$ cat config.mk
export PLATFORM = sky130hd
export DESIGN_NAME = fetch_unit
export DESIGN_NICKNAME = d
export VERILOG_FILES = /design/src/rtl/fetch_unit.sv
export SDC_FILE = /design/constraint.sdc
export NUM_CORES = 1
export LEC_CHECK = 0
export CORE_AREA = 2 2 71 73
export CTS_CLUSTER_DIAMETER = 30
export DETAILED_ROUTE_END_ITERATION = 6
export DIE_AREA = 0 0 73 75
export GPL_TIMING_DRIVEN = 0
export HOLD_SLACK_MARGIN = 0.15
export PLACE_DENSITY = 0.68
export SYNTH_ARGS = -nofsm -noshare
export SYNTH_HDL_FRONTEND = slang
export SYNTH_SLANG_ARGS = --single-unit
$ cat constraint.sdc
create_clock -name Clk -period 2.72 [get_ports Clk]
set_input_delay 0.272 -clock Clk [delete_from_list [all_inputs] [get_ports Clk]]
set_output_delay 0.272 -clock Clk [all_outputs]
set_load 0.02 [all_outputs]
$ cat src/rtl/fetch_unit.sv
// fetch_unit: program-counter and fetch sequencer.
// Launches a program on Start, steps the PC sequentially or to a branch
// target each cycle, halts on the decoder's halt acknowledge, and runs the
// Start/Done handshake. It also counts the cycles spent running, saturating.
module fetch_unit #(
  parameter int PC_W  = 10,
  parameter int CNT_W = 16
) (
  input  logic             Clk,
  input  logic             Reset,
  input  logic             Start,
  input  logic [PC_W-1:0]  StartAddr,
  input  logic             JumpEqual,
  input  logic             JumpNotEqual,
  input  logic             Zero,
  input  logic [PC_W-1:0]  Target,
  input  logic             Ack,
  output logic [PC_W-1:0]  ProgCtr,
  output logic             InstValid,
  output logic             Done,
  output logic [CNT_W-1:0] CycleCnt
);

  localparam logic [1:0] IDLE = 2'd0;
  localparam logic [1:0] RUN  = 2'd1;
  localparam logic [1:0] HALT = 2'd2;

  logic [1:0]       state;
  logic [1:0]       state_nxt;
  logic [PC_W-1:0]  pc_nxt;
  logic [CNT_W-1:0] cnt_nxt;
  logic             taken;
  logic             cnt_sat;

  // Branch resolution for the instruction currently at ProgCtr. If the
  // decoder ever raises both jumps, one of the two terms is true and the
  // branch is taken.
  assign taken   = (JumpEqual & Zero) | (JumpNotEqual & ~Zero);
  assign cnt_sat = &CycleCnt;

  // Status outputs are pure decodes of the state register, so no input
  // reaches an output combinationally.
  assign InstValid = (state == RUN);
  assign Done      = (state == HALT);

  // Next-state, next-PC and next-count selection.
  always_comb begin
    // NOTE: every output of this block gets a hold value first, so no path
    // leaves it unassigned and no latch is inferred.
    state_nxt = state;
    pc_nxt    = ProgCtr;
    cnt_nxt   = CycleCnt;
    case (state)
      IDLE: begin
        if (Start) begin
          state_nxt = RUN;
          pc_nxt    = StartAddr;
          cnt_nxt   = '0;
        end
      end
      RUN: begin
        // The halt cycle still counts as a run cycle.
        if (!cnt_sat) cnt_nxt = CycleCnt + CNT_W'(1);
        // Ack outranks any jump; PC stays on the halt word.
        if (Ack) begin
          state_nxt = HALT;
        end else if (taken) begin
          pc_nxt = Target;
        end else begin
          // Natural PC_W-bit overflow gives the wrap to zero.
          pc_nxt = ProgCtr + PC_W'(1);
        end
      end
      HALT: begin
        // Done is held until the harness withdraws Start.
        if (!Start) state_nxt = IDLE;
      end
      default: begin
        // Unused encoding: recover to a clean idle.
        state_nxt = IDLE;
      end
    endcase
  end

  // State, PC and counter registers with asynchronous active-low reset.
  always_ff @(posedge Clk or negedge Reset) begin
    // NOTE: sequential state uses non-blocking assignments so every register
    // samples the pre-edge values regardless of statement order.
    if (!Reset) begin
      state    <= IDLE;
      ProgCtr  <= '0;
      CycleCnt <= '0;
    end else begin
      state    <= state_nxt;
      ProgCtr  <= pc_nxt;
      CycleCnt <= cnt_nxt;
    end
  end

endmodule

; Word-level counts from Yosys, hierarchy flattened
; Cells that the tools add are included.
; W data, S select, Z words.
[word_totals]
register_bits = 28
elab_cells = 33
output_inout_bits = 28
input_bits = 27
[classes]
reduce_logical = 6
n_eq_ne = 7
add_sub_neg = 2
muxes = 11
bitwise = 4
[ops]
columns = cell, n
row1 = $mux W16, 2
row2 = $pmux W16 S2, 1
row3 = $mux W10, 3
row4 = $pmux W10 S2, 1
row5 = $add A16 B1 Y16 const B, 1
row6 = $reduce_and A16 Y1, 1
row7 = $add A10 B1 Y10 const B, 1
row8 = $ne A2 B2 Y1 const B, 5
row9 = $reduce_and A3 Y1, 3
row10 = $mux W2, 3
row11 = $pmux W2 S3, 1
row12 = $and A1 B1 Y1, 2
row13 = $eq A2 B1 Y1 const B, 1
row14 = $eq A2 B2 Y1 const B, 1
row15 = $logic_not A2 Y1, 1
row16 = $reduce_bool A2 Y1, 1
row17 = $not A1 Y1, 1
row18 = $or A1 B1 Y1, 1

; Logic depth before layout (Yosys ltp)
[logic_depth]
depth_word = 6
ltp_mapped = 6
depth_no_buf = 5

; Least setup slack after synthesis
; No wires, ideal clock.
[synth_path]
path_kind = reg-to-reg
start = register CycleCnt[0]
end = register CycleCnt[6]
required_ns = 2.595
synth_period_minus_slack_ns = 1.952
path_slack_ns = 0.768
n_path_buf = 1
path_stages_with_launch = 7
arrival_time_ns = 1.827
setup_time_ns = 0.125
cell_sequence = dfrtp_1 -> ha_1 -> and2_1 -> and4_1 -> clkbuf_1 -> a21oi_1 -> mux2_2
[synth_between]
elab_chain_len = 3
elab_cells_between_ends = 6
cone_classes = 1 x add/sub / 1 x eq/ne / 2 x mux / 2 x reduce/logical
[synth_lines]
columns = element, line_no
row1 = from (decl), 21  ; output logic [CNT_W-1:0] CycleCnt
row2 = from (signal assigned), 96  ; CycleCnt <= cnt_nxt;
row3 = $add A16 B1 Y16 / $reduce_and A16 Y1 (equally long branches), "63, 39"
row4 = $mux W16 / $ne A2 B2 Y1 (equally long branches), n/a
row5 = $pmux W16 S2 / $reduce_and A3 Y1 (equally long branches), n/a
; Parallel ways exist; a longest one is shown, timed or not. The select of a mux whose other input is x is not followed.
; A chain may end at the register's enable or synchronous reset.

; Worst setup path in the final report
; Ends and elaborated chain as after synthesis.

==> impl_results.md <==
* Die Span Y at 75 um
* Nets at 299
* Post-route insts no fill at 323
* Final antenna-violating net count at 0
* Hold_buf cts at 0
* First-pass GRT wire length at 7.87 mm
* Seq pwr share at 32.2%
* Synth Area in XOR/XNOR at 1.44%
* Die area at 5480 um2
* Row count at 25
* Initial Utilization at 39.2%
* Leakage at 0.000980 uW
* Distinct cells, synth at 45
* Worst path cell trace: ha_1 > and2_1 > and4_1 > clkbuf_1 > a21oi_1 > mux2_2
* Ranking of synthesized cells by area: dfrtp_1, mux2i_1, nand2_1, nand2b_1, o31ai_1
* Mapped Nets at 239
* Setup CP Type: reg2reg
* Area Overhead vs Synth at 37.5%
* Total of max-cap violations at 0
* Inst Count DP at 318
* Share of cells above drive strength 1 at 6.32%
* Sink Count at 28
* Total GRT Usage at 18.3%
* Post-synth top area share at 38.4%
* CTS max path bufs at 2
* Syn Area/Cell at 8.69 um2
* Reg2reg setup slack at 0.61 ns
* Top FF cell, synth: dfrtp_1
* Post-synthesis sequential area ratio at 38.4%
* Die Wd at 73 um
* EDFF count, synth at 0
* CP Buf/Inv Count at 1
* Top Ports at 55
* Vias in the first global route at 1735
* Switching pwr at 890 uW
* Logic pwr share at 52.2%
* Routed vias at 1777
* Adder-Cell Fraction of Synth Area at 1.37%
* Initial antenna violation count at 0
* R2r startpoint: CycleCnt[0]
* Hold Fails Final Rpt at 0
* Port bufs at 54
* Kind of cell adding the most delay to the critical path: flip-flops
* Hold crit path type: in2async
* Post-synth top area cell: dfrtp_1
* Switching part of the total power at 42.1%
* RSZ-0062 raised after global routing: false
* Crit path max fanout at 10
* Tmin final at 2.11 ns
* CP startpoint: CycleCnt[0]
* Main combinational cell family by area after synthesis: simple AND/OR/NAND/NOR gates
* CTS tree: built
* Syn Std Cell Area at 1830 um2
* DP HPWL at 3.58 mm
* H-tree level count at 1
* Root Buffer: clkbuf_8
* Congestion Overflow GR at 0
* CP max stage cell: dfrtp_1
* Async SR Flop Fraction at 100%
* Internal Power at 1220 uW
* Clock Pin Slew Worst Setup and Hold Paths at 0.10 ns
* Achievable Freq at 475 MHz
* Setup bufs post-CTS at 0
* Starting DRT DRC Count at 59
* Vias per std cell at 5.50
* Largest net degree at the start of global routing at 29
* Worst Tran Pin Value at 0.697 ns
* Top post-synthesis cells by count: dfrtp_1, nand2_1, mux2i_1
* VDD IR-drop max at 494 uV
* PD cells at 841 nW/um2
* # setup viols final at 0
* Post-cts sizing count at 0
* Yosys reg bits at 28
* Num CTS Buffers at 3
* Compound-Gate Fraction of Synth Area at 17.1%
* Sum Neg Setup Slack at 0 ns
* Diode count at 0
* Routed len/inst at 15.1 um
* Synth Area in Simple Gates at 29.6%
* First-pass DRT Iterations at 4
* Slew Limit Headroom at 53.5%
* Post-synthesis instance total at 210
* Status: finished, final reports clean
* Worst clock skew at 0.00252 ns
* Final WL at 4.87 mm
* Syn. warnings at 0
* Tcrit/Tclk final at 77.4%
* Worst-skew pair later-pin latency at 0.27 ns
* Core Box Area at 4660 um2
* RD Place Congestion at 0.798
* Worst Path Required at 2.88 ns
* Slowest stage delay, CP at 0.45 ns
* Startpoint types: register
* Mux contribution to synthesized area at 8.98%
* Clock share of power at 15.6%
* Final Max Tran Viols at 0
* Crit path capture type: register
* CP arrival at 2.27 ns
* DRC Markers at 0
[through the flow]
| step | hold slack [ns] | cell area (um2) | total power (uW) | worst slack (ns) | util (%) |
|---|---|---|---|---|---|
| final | 0.555 | 2510 | 2110 | 0.615 | 53.9 |
| after global routing | 0.578 | 2510 | 2260 | 0.536 | 53.9 |
| after CTS | 0.551 | 2500 | 2130 | 0.643 | 53.7 |
| after detailed placement | 0.558 | 2430 | 1790 | 0.398 | 52.2 |
| after global placement | 0.551 | 2430 | 1780 | 0.400 | 52.2 |
| after floorplan | -0.0236 | 1830 | 1350 | 0.768 | - |
[state kept, by name, summed over array words and instances (netlist names)]
signal	cells
CycleCnt	16
ProgCtr	10
state	2
[cell families after synthesis]
| family | Yosys count |
|---|---|
| AOI/OAI and AO/OA | 45 |
| xor gates and xnor gates | 3 |
| adders and majority gates | 2 |
| buffers and inverters | 14 |
| DFF | 28 |
| muxes | 16 |
| and+or+nand+nor | 102 |
[power groups by stage]
stage | sequential, uW | clock (uW) | combinational, uW
floorplan | 763 | 0 | 592
global placement | 689 | 0 | 1090
detailed placement | 683 | 0 | 1110
CTS | 677 | 342 | 1110
global route | 700 | 353 | 1210
finish | 679 | 330 | 1100
[cell type report]
| type | count | area (um2) |
|---|---|---|
| clock inverters | 1 | 30.0 |
| multi-input cells | 168 | 1070 |
| flip-flops and latches | 28 | 701 |
| fillers | 411 | 2150 |
| well taps | 54 | 67.6 |
| inverters | 6 | 22.5 |
| plain buffers | 8 | 33.8 |
| clock buffers | 3 | 41.3 |
| repair buffers | 55 | 546 |
[layer usage]
metal / GRT usage, % / vias to the layer above / wire (um)
met5: 0 / - / 0
met4: 5.14 / 0 / 22
met3: 3.61 / 2 / 250
met2: 31.2 / 49 / 2340
met1: 23.7 / 833 / 2250
li1: - / 893 / -
[path summary, 6_finish.rpt]
path | cells after the start | end
worst max-delay path | 6 | CycleCnt[6]
min in group Clk | 3 | ProgCtr[2]
worst min-delay path | 2 | CycleCnt[3]
worst min register to register | 1 | CycleCnt[0]
worst max register to register | 6 | CycleCnt[6]
max in group asynchronous | 2 | CycleCnt[14]
[cells in the final DEF (no fill, tap or decap), types with 5 or more instances in the layout]
master,synthesis,routed
o21ai_0,8,8
inv_1,5,5
nand3_1,8,8
a21oi_1,10,10
mux2i_1,13,13
clkdlybuf4s50_1,0,53
nand2_1,28,28
nor3_1,10,10
nand4_1,7,7
dfrtp_1,28,28
o31ai_1,8,8
nand2b_1,12,12
nor2_1,11,11
Power figures use the tool's default switching activity.
==> variant, RTL diff (config.mk and constraints unchanged) <==
Set the parameter `CNT_W` to 18 (it was 16).
--- a/src/rtl/fetch_unit.sv
+++ b/src/rtl/fetch_unit.sv
@@ -4,7 +4,7 @@
 // Start/Done handshake. It also counts the cycles spent running, saturating.
 module fetch_unit #(
   parameter int PC_W  = 10,
-  parameter int CNT_W = 16
+  parameter int CNT_W = 18
 ) (
   input  logic             Clk,
   input  logic             Reset,
Interface: changed (resized CycleCnt); port bits go from 55 to 57. The function was not compared with the original's and may differ.
==> variant against the unedited design <==
Power up 24%; critical path depth shrank 2; setup slack lost 0.45 ns; combinational power up 30%; die area stayed put; area after synthesis up 6.4%; final area rose by 6.1%; sequential cell count up 2; register-to-register slack worse by 0.08 ns; routed wire length up 7.7%; critical path type is now reg2out; largest cell class unchanged.
==> variant: results <==
{
  "worstPathMaxFanout": 17,
  "critPathTopFamily": "buffers and inverters",
  "synthMuxAreaShare_pct": 3.157,
  "use_met3_pct": 4.418,
  "yosysSeqAreaShare_pct": 38.66,
  "grt_pass1_vias": 1668,
  "nNetsFinal": 315,
  "fillCellCount": 446,
  "synthXorXnorAreaFrac_pct": 1.804,
  "grt_pass1_wl_um": 8438,
  "yosysWarnings": 0,
  "drtIter0Drc": 136,
  "vdd_drop_max_v": 0.0005098,
  "htreeDepth": 2,
  "met2WireLength_um": 2399,
  "drive_above_1_share_pct": 6.969,
  "wl_met1_um": 2561,
  "worstReg2RegStart": "state[0]$_DFFE_PN0P_",
  "io_buffers": 56,
  "synth_common_cells": "dfrtp_1 (30), nand2_1 (22), nor2_1 (15)",
  "clk_latency_ns": 0.28,
  "grt_use_total_pct": 20.23,
  "met2_usage_pct": 29.53,
  "dr_wl_met3_um": 222,
  "slowest_delay_ns": 0.70,
  "p_leak_nw": 1.053,
  "dpl.hpwl_um": 3735,
  "grt_max_degree": 31,
  "status": "finished clean",
  "critPathArrivalTime_ns": 2.29,
  "cp_slowest_cell": "clkdlybuf4s50_1",
  "ctsHoldBuffers": 1,
  "reg2reg_slack_ns": 0.53,
  "synthesis.nets": 252,
  "cts_root_buffer": "clkbuf_8",
  "largest_register_ffs": 18,
  "synth_compound_area_share_pct": 26.80,
  "viasPerCell": 5.710,
  "yosys.area_share.adder_pct": 1.289,
  "reg2regPathDepth": 6,
  "clk_pin_slew_ns": 0.07,
  "yosys-top-cells-area": "dfrtp_1 (39%), nand2_1 (4.3%), a31oi_1 (3.5%)",
  "cts_buffers": 5,
  "timing.hold.ws_ns": 0.5476,
  "finClkSkew_ns": 0.008544,
  "hp-class": "in2reg",
  "wirelength_um": 5241,
  "largestRegisters": "CycleCnt x18, ProgCtr x10, state x2"
}
## variant: power by group
part	leakage [nW]	total [mW]	internal [mW]	switching, mW
clock network	0.0482	0.374	0.204	0.171
registers	0.387	0.808	0.599	0.208
logic	0.617	1.43	0.632	0.798
## variant: cell type report
| type | instances | area share [%] |
|---|---|---|
| plain buffers | 14 | 2.538 |
| clock buffers | 7 | 3.242 |
| clock inverters | 1 | 0.1880 |
| inverters | 12 | 1.692 |
| multi-input cells | 166 | 40.37 |
| flip-flops and latches | 30 | 28.20 |
| well taps | 54 | 2.538 |
| repair buffers | 57 | 21.24 |
## variant: worst max path at each step
stage                                        from                  endpoint  slack (ns)  cells after the start
final                        state[0]$_DFFE_PN0P_                 InstValid        0.16                      4
after floorplan           CycleCnt[0]$_DFFE_PN0P_  CycleCnt[17]$_DFFE_PN0P_        0.76                      6
after CTS                    state[1]$_DFFE_PN0P_                 InstValid        0.12                      5
after global routing         state[0]$_DFFE_PN0P_                 InstValid        0.05                      4
after global placement                       Zero    ProgCtr[9]$_DFFE_PN0P_        0.36                      6
after detailed placement                     Zero    ProgCtr[9]$_DFFE_PN0P_        0.34                      6
## variant: kinds of logic (layout without fill, tap and decap cells)
family / Yosys count / after routing
AO/OA/AOI/OAI: 74 / 74
multiplexers: 6 / 6
AND/OR/NAND/NOR: 80 / 80
XOR/XNOR: 4 / 4
flip-flops: 30 / 30
buffers and inverters: 27 / 91
adder cells (fa/ha/maj): 2 / 2
## variant: through the flow
stage / worst slack (ns) / instance area [µm²] / util, % / cells
floorplan: 0.7585 / 1942 / - / 223
global placement: 0.3629 / 2570 / 55.14 / 333
detailed placement: 0.3423 / 2565 / 55.03 / 333
CTS: 0.1232 / 2666 / 57.21 / 342
global route: 0.04928 / 2663 / 57.13 / 341
finish: 0.1624 / 2663 / 57.13 / 341
